File: src/rtl/axil_reg_slave.sv
// AXI-Lite register file for the l3fwd control block: read-only ID word at index 0, RW control words above it.
// Optional build macro AXIL_REG_SLVERR_EN: out-of-range accesses answer SLVERR instead of OKAY.
module axil_reg_slave #(
    parameter int unsigned AXIL_ADDR_WIDTH = 24,
    parameter int unsigned AXIL_DATA_WIDTH = 32,
    parameter int unsigned AXIL_STRB_WIDTH = AXIL_DATA_WIDTH / 8,
    parameter int unsigned NUM_REGS        = 16,
    parameter logic [AXIL_DATA_WIDTH-1:0] ID_VALUE = 32'h4C33_4657
) (
    input  logic                                clk,
    input  logic                                rst_n,
    input  logic [AXIL_ADDR_WIDTH-1:0]          s_axil_awaddr,
    input  logic [2:0]                          s_axil_awprot,
    input  logic                                s_axil_awvalid,
    output logic                                s_axil_awready,
    input  logic [AXIL_DATA_WIDTH-1:0]          s_axil_wdata,
    input  logic [AXIL_STRB_WIDTH-1:0]          s_axil_wstrb,
    input  logic                                s_axil_wvalid,
    output logic                                s_axil_wready,
    output logic [1:0]                          s_axil_bresp,
    output logic                                s_axil_bvalid,
    input  logic                                s_axil_bready,
    input  logic [AXIL_ADDR_WIDTH-1:0]          s_axil_araddr,
    input  logic [2:0]                          s_axil_arprot,
    input  logic                                s_axil_arvalid,
    output logic                                s_axil_arready,
    output logic [AXIL_DATA_WIDTH-1:0]          s_axil_rdata,
    output logic [1:0]                          s_axil_rresp,
    output logic                                s_axil_rvalid,
    input  logic                                s_axil_rready,
    output logic [NUM_REGS*AXIL_DATA_WIDTH-1:0] ctrl_regs,
    output logic [NUM_REGS-1:0]                 ctrl_wr_pulse
);

    localparam int unsigned IDX_W = AXIL_ADDR_WIDTH - 2;
    localparam int unsigned DW    = AXIL_DATA_WIDTH;
    localparam int unsigned SW    = AXIL_STRB_WIDTH;

    localparam logic [0:0] W_IDLE = 1'b0;
    localparam logic [0:0] W_RESP = 1'b1;
    localparam logic [0:0] R_IDLE = 1'b0;
    localparam logic [0:0] R_RESP = 1'b1;

    localparam logic [1:0] RESP_OKAY = 2'b00;
`ifdef AXIL_REG_SLVERR_EN
    localparam logic [1:0] RESP_OOR  = 2'b10;
`else
    localparam logic [1:0] RESP_OOR  = 2'b00;
`endif

    // write-side state
    logic [0:0]          r_wstate,   w_wstate_n;
    logic                r_awready,  w_awready_n;
    logic                r_wready,   w_wready_n;
    logic                r_bvalid,   w_bvalid_n;
    logic [1:0]          r_bresp,    w_bresp_n;
    logic                r_aw_held,  w_aw_held_n;
    logic                r_w_held,   w_w_held_n;
    logic [IDX_W-1:0]    r_aw_idx,   w_aw_idx_n;
    logic [DW-1:0]       r_wdata,    w_wdata_n;
    logic [SW-1:0]       r_wstrb,    w_wstrb_n;
    logic [NUM_REGS-1:0] r_pulse,    w_pulse_n;
    logic [DW-1:0]       r_regs   [1:NUM_REGS-1];
    logic [DW-1:0]       w_regs_n [1:NUM_REGS-1];

    // read-side state
    logic [0:0]          r_rstate,   w_rstate_n;
    logic                r_arready,  w_arready_n;
    logic                r_rvalid,   w_rvalid_n;
    logic [1:0]          r_rresp,    w_rresp_n;
    logic [DW-1:0]       r_rdata,    w_rdata_n;

    logic [IDX_W-1:0]    w_ar_idx;
    logic [DW-1:0]       w_rd_word;
    logic                w_aw_in_range;
    logic                w_ar_in_range;
    logic                w_unused_ok;

    assign w_unused_ok   = ^{s_axil_awprot, s_axil_arprot, s_axil_awaddr[1:0], s_axil_araddr[1:0]};
    assign w_ar_idx      = s_axil_araddr[AXIL_ADDR_WIDTH-1:2];
    assign w_aw_in_range = (r_aw_idx < IDX_W'(NUM_REGS));
    assign w_ar_in_range = (w_ar_idx < IDX_W'(NUM_REGS));

    // Write channel: collect AW and W in any order, commit on the edge after both are held.
    always_comb begin
        w_wstate_n  = r_wstate;
        w_bvalid_n  = r_bvalid;
        w_bresp_n   = r_bresp;
        w_aw_held_n = r_aw_held;
        w_w_held_n  = r_w_held;
        w_aw_idx_n  = r_aw_idx;
        w_wdata_n   = r_wdata;
        w_wstrb_n   = r_wstrb;
        w_pulse_n   = '0;
        w_regs_n    = r_regs;
        case (r_wstate)
            W_IDLE: begin
                if (s_axil_awvalid && r_awready) begin
                    w_aw_held_n = 1'b1;
                    w_aw_idx_n  = s_axil_awaddr[AXIL_ADDR_WIDTH-1:2];
                end
                if (s_axil_wvalid && r_wready) begin
                    w_w_held_n = 1'b1;
                    w_wdata_n  = s_axil_wdata;
                    w_wstrb_n  = s_axil_wstrb;
                end
                if (r_aw_held && r_w_held) begin
                    // index 0 and out-of-range indices match no slot, so they are dropped
                    for (int unsigned i = 1; i < NUM_REGS; i++) begin
                        if (r_aw_idx == IDX_W'(i)) begin
                            for (int unsigned b = 0; b < SW; b++) begin
                                if (r_wstrb[b]) w_regs_n[i][b*8 +: 8] = r_wdata[b*8 +: 8];
                            end
                            w_pulse_n[i] = 1'b1;
                        end
                    end
                    w_bvalid_n  = 1'b1;
                    w_bresp_n   = w_aw_in_range ? RESP_OKAY : RESP_OOR;
                    w_aw_held_n = 1'b0;
                    w_w_held_n  = 1'b0;
                    w_wstate_n  = W_RESP;
                end
            end
            W_RESP: begin
                if (s_axil_bready) begin
                    w_bvalid_n = 1'b0;
                    w_wstate_n = W_IDLE;
                end
            end
            default: w_wstate_n = W_IDLE;
        endcase
        w_awready_n = (w_wstate_n == W_IDLE) && !w_aw_held_n;
        w_wready_n  = (w_wstate_n == W_IDLE) && !w_w_held_n;
    end

    // Read mux over pre-edge register contents; out-of-range reads give zero.
    always_comb begin
        w_rd_word = '0;
        if (w_ar_idx == '0) w_rd_word = ID_VALUE;
        for (int unsigned i = 1; i < NUM_REGS; i++) begin
            if (w_ar_idx == IDX_W'(i)) w_rd_word = r_regs[i];
        end
    end

    // Read channel FSM
    always_comb begin
        w_rstate_n = r_rstate;
        w_rvalid_n = r_rvalid;
        w_rresp_n  = r_rresp;
        w_rdata_n  = r_rdata;
        case (r_rstate)
            R_IDLE: begin
                if (s_axil_arvalid && r_arready) begin
                    w_rdata_n  = w_rd_word;
                    w_rresp_n  = w_ar_in_range ? RESP_OKAY : RESP_OOR;
                    w_rvalid_n = 1'b1;
                    w_rstate_n = R_RESP;
                end
            end
            R_RESP: begin
                if (s_axil_rready) begin
                    w_rvalid_n = 1'b0;
                    w_rstate_n = R_IDLE;
                end
            end
            default: w_rstate_n = R_IDLE;
        endcase
        w_arready_n = (w_rstate_n == R_IDLE);
    end

    always_ff @(posedge clk or negedge rst_n) begin
        if (!rst_n) begin
            r_wstate  <= W_IDLE;
            r_awready <= 1'b0;
            r_wready  <= 1'b0;
            r_bvalid  <= 1'b0;
            r_bresp   <= RESP_OKAY;
            r_aw_held <= 1'b0;
            r_w_held  <= 1'b0;
            r_aw_idx  <= '0;
            r_wdata   <= '0;
            r_wstrb   <= '0;
            r_pulse   <= '0;
            for (int unsigned i = 1; i < NUM_REGS; i++) r_regs[i] <= '0;
            r_rstate  <= R_IDLE;
            r_arready <= 1'b0;
            r_rvalid  <= 1'b0;
            r_rresp   <= RESP_OKAY;
            r_rdata   <= '0;
        end else begin
            r_wstate  <= w_wstate_n;
            r_awready <= w_awready_n;
            r_wready  <= w_wready_n;
            r_bvalid  <= w_bvalid_n;
            r_bresp   <= w_bresp_n;
            r_aw_held <= w_aw_held_n;
            r_w_held  <= w_w_held_n;
            r_aw_idx  <= w_aw_idx_n;
            r_wdata   <= w_wdata_n;
            r_wstrb   <= w_wstrb_n;
            r_pulse   <= w_pulse_n;
            r_regs    <= w_regs_n;
            r_rstate  <= w_rstate_n;
            r_arready <= w_arready_n;
            r_rvalid  <= w_rvalid_n;
            r_rresp   <= w_rresp_n;
            r_rdata   <= w_rdata_n;
        end
    end

    assign s_axil_awready = r_awready;
    assign s_axil_wready  = r_wready;
    assign s_axil_bvalid  = r_bvalid;
    assign s_axil_bresp   = r_bresp;
    assign s_axil_arready = r_arready;
    assign s_axil_rvalid  = r_rvalid;
    assign s_axil_rresp   = r_rresp;
    assign s_axil_rdata   = r_rdata;
    assign ctrl_wr_pulse  = r_pulse;

    assign ctrl_regs[DW-1:0] = ID_VALUE;
    for (genvar g = 1; g < NUM_REGS; g++) begin : g_flat
        assign ctrl_regs[g*DW +: DW] = r_regs[g];
    end

endmodule

File: config.mk
export PLATFORM = sky130hd
export DESIGN_NAME = axil_reg_slave
export DESIGN_NICKNAME = d
export VERILOG_FILES = /design/src/rtl/axil_reg_slave.sv
export SDC_FILE = /design/constraint.sdc
export NUM_CORES = 1
export LEC_CHECK = 0
export CORE_AREA = 2 2 262 264
export DETAILED_ROUTE_END_ITERATION = 7
export DIE_AREA = 0 0 264 266
export PLACE_DENSITY = 0.73
export SLEW_MARGIN = 30
export SYNTH_ARGS = -nofsm -noshare
export SYNTH_HDL_FRONTEND = slang
export SYNTH_SLANG_ARGS = --single-unit
File: constraint.sdc
create_clock -name clk -period 2.65 [get_ports clk]
set_input_delay 0.265 -clock clk [delete_from_list [all_inputs] [get_ports clk]]
set_output_delay 0.265 -clock clk [all_outputs]
set_load 0.02 [all_outputs]
==> results <==
cell type report:
cell class / count / area, sq um / area share
Sequential cell: 594 / 14900 / 0.377
Multi-Input combinational cell: 1338 / 11600 / 0.293
Clock inverter: 23 / 303 / 0.00768
Inverter: 14 / 52.6 / 0.00133
Antenna cell: 1 / 2.50 / 0.0000635
Timing Repair Buffer: 930 / 9600 / 0.244
Clock buffer: 90 / 1940 / 0.0491
Tap cell: 882 / 1100 / 0.0280
worst max-delay path, delay by kind of cell, from the launching register on:
kind / cells / cell delay (ns)
flip-flops: 1 / 0.40
multiplexers: 1 / 0.27
buffers and inverters: 3 / 0.60
AND/OR/NAND/NOR: 6 / 1.23
sequential cells by signal (all words and copies together), names as in the netlist, 4 cells and up:
register       cells
ctrl_regs        480
ctrl_wr_pulse     15
r_aw_idx          22
r_wdata           32
r_wstrb            4
s_axil_rdata      32
path summary, 6_finish.rpt:
path,end,start
worst max-delay path,ctrl_regs[173],r_aw_idx[12]
worst min-delay path,r_aw_idx[14],rst_n
worst max register to register,ctrl_regs[173],r_aw_idx[12]
worst min register to register,s_axil_rvalid,r_rstate
max in group asynchronous,ctrl_regs[69],rst_n
min in group clk,s_axil_rvalid,s_axil_rready
stage by stage:
| stage | setup TNS (ns) | util | instances | worst slack (ns) |
|---|---|---|---|---|
| after global routing | -2.56 | 0.582 | 3871 | -0.0647 |
| after CTS | -7.07 | 0.576 | 3862 | -0.0950 |
| after floorplan | 0 | - | 2107 | 0.178 |
| after global placement | -28.58 | 0.542 | 3746 | -0.498 |
| final | 0 | 0.582 | 3872 | 0.0142 |
| after detailed placement | -41.06 | 0.542 | 3746 | -0.549 |
placed cells by master, fill, tap and decap left out, drive strengths merged, types with 6 or more instances in the layout:
cell type,n
a2111oi,8
a211o,7
a211oi,26
a21oi,79
a221o,6
a221oi,13
a22o,15
a22oi,26
buf,314
bufinv,7
clkbuf,90
clkdlybuf4s50,615
clkinv,12
conb,37
dfrtp,594
inv,16
mux2,557
mux2i,43
mux4,7
nand2,118
nand2b,6
nand3,19
nand3b,7
nand4,17
nor2,91
nor2b,10
nor3,12
nor4,20
o21ai,74
o221ai,18
o22ai,45
o2bb2ai,8
or3,8
layer usage:
metal  share of wire  track usage  vias to the layer above
li1                -            -                     9361
met1            0.39        0.453                    11900
met2            0.45        0.549                     1496
met3            0.11        0.113                      320
met4           0.048        0.154                        4
met5         0.00022            0                        -
power groups by stage:
stage               registers (mW)  logic [mW]  clock network (mW)
finish                        11.8        3.17                9.63
global route                  11.9        3.36                10.1
detailed placement            11.7        3.09                   0
CTS                           11.6        3.12                9.72
floorplan                     10.6        2.06                   0
global placement              11.6        3.02                   0
kinds of logic after synthesis:
group                  count (synthesis)
AOI/OAI and AO/OA                    368
buffers and inverters                175
DFF                                  594
muxes                                607
other                                  2
and+or+nand+nor                      326
what timing repair did:
item,4_1_cts,5_1_grt
pin swaps,2,9
setup buffers,2,9
endpoints found under the setup margin,387,486
hold buffers,1,0
gates resized for setup,17,74
gates cloned,0,0
endpoints found under the hold margin,34,0
==> results_dict.tcl <==
set metrics [dict create \
    synth_xor_area_frac 0 \
    drt-total-wl_microns 126000 \
    setup_viol 0 \
    async_flop_share 1.00 \
    coreArea_sq_um 67700 \
    crit_fanout 8 \
    path_class "reg -> reg" \
    timing.reg2reg.setup_slack_ns 0.01 \
    grt_pass1_vias 23400 \
    nFillCells 5496 \
    hold_viol 0 \
    synthFlopType "dfrtp_1" \
    cts_tree "yes" \
    fin_crit_ns 2.64 \
    synthTopCellsByCount "dfrtp_1 (594), mux2_2 (554), nand2_1 (106)" \
    drive_gt1_frac 0.356 \
    antenna_found_initial 3 \
    ys_seq_area_frac 0.556 \
    avgViaCountPerCell 5.97 \
    cts_sinks 594 \
    cpMaxStageDelayCell "dfrtp_1" \
    switching_share 0.308 \
    ys_seq_elements 594 \
    peakVddDrop_mv 0.630 \
    synth-compound-area-share 0.0927 \
    critPathRequiredTime_ns 3.13 \
    crit_arrival_ns 3.12 \
    grt_usage 0.353 \
    syn_area_per_cell_sq_um 12.9 \
    setup.worst_path.start_class "flip-flop" \
    rsz0062_at_grt "true" \
    syn-cell-area_sq_um 26700 \
    drc 0 \
    seqPwrFrac 0.479 \
    pwr-share-comb 0.129 \
    vias 23100 \
    endpoint_kind "flip-flop" \
    drv_slew 0 \
    p_leak_nw 18.3 \
    max_stage_delay_ns 0.40 \
    synth.most_common_cell "dfrtp_1" \
    start_util 0.395 \
    intPower_mw 17.0 \
    fin_skew_ns 0.0200 \
    cts_max_level 3 \
    synthAdderAreaFrac 0 \
    syn2layout_area_growth_pct 47.4 \
    post-route-period-util 0.995 \
    ant_nets 0 \
    critical_path.cell_chain "nor4_4 -> nand3_2 -> nor4_4 -> buf_6 -> nand3b_1 -> nor2_2 -> buf_4 -> nand2_1 -> buf_12 -> mux2_2" \
    synth_area_leader_cell "dfrtp_1" \
    ios 666 \
    synth.distinct_cells 72 \
    switching_power_mw 7.56 \
    cap_violations 0 \
    fmax_mhz 379 \
    cts_root_buffer "clkbuf_16" \
    grt_pass1_wl_microns 177000 \
    overflow 0 \
    die_height_microns 266 \
    place.gp.congestion 0.981 \
    yosys.area_share.simple 0.0639 \
    synth_edf_count 0 \
    io_buffers 618 \
    nets 3041 \
    hp-class "in -> async" \
    synth.area.top_cells "dfrtp_1 (56%), mux2_2 (23%), mux2i_1 (1.6%), nand2_1 (1.5%), a21oi_1 (1.5%)" \
    synth_top_cell_area_share 0.556 \
    hpwl_microns 96100 \
    status "complete, no violations" \
    clkSlewWorstSetupHoldPaths_ns 0.06 \
    cts-buffers-inserted 66 \
    power.density_nw_per_um2 623 \
    clkLatencyLatePin_ns 0.61 \
    totalPowerFinal_mw 24.5 \
    die-width_microns 264 \
    yosysWarnings 0 \
    stdcell_area_sq_um 39400 \
    netlist_instances 2072 \
    synth_mux_area_frac 0.256 \
    drt_first_pass_iters 8 \
    timing.hold.ws_ns 0.236 \
    placed_area_sq_um 36700 \
    rows 96 \
    cts_max_path_buffers 3 \
    r2r_cells 10 \
    worst_pin_slew_ns 0.942 \
    path_common_cell "nor4_4" \
    grt_max_degree 66 \
    power.clock.fraction 0.392 \
    relSlewSlack 0.372 \
    die_area_sq_um 70200 \
    drt_iter0_markers 2720 \
    avgRoutedWirePerCell_microns 32.7 \
    synth_top_family_by_area "multiplexers" \
]
Note: power is estimated with default switching activity, not from simulation.
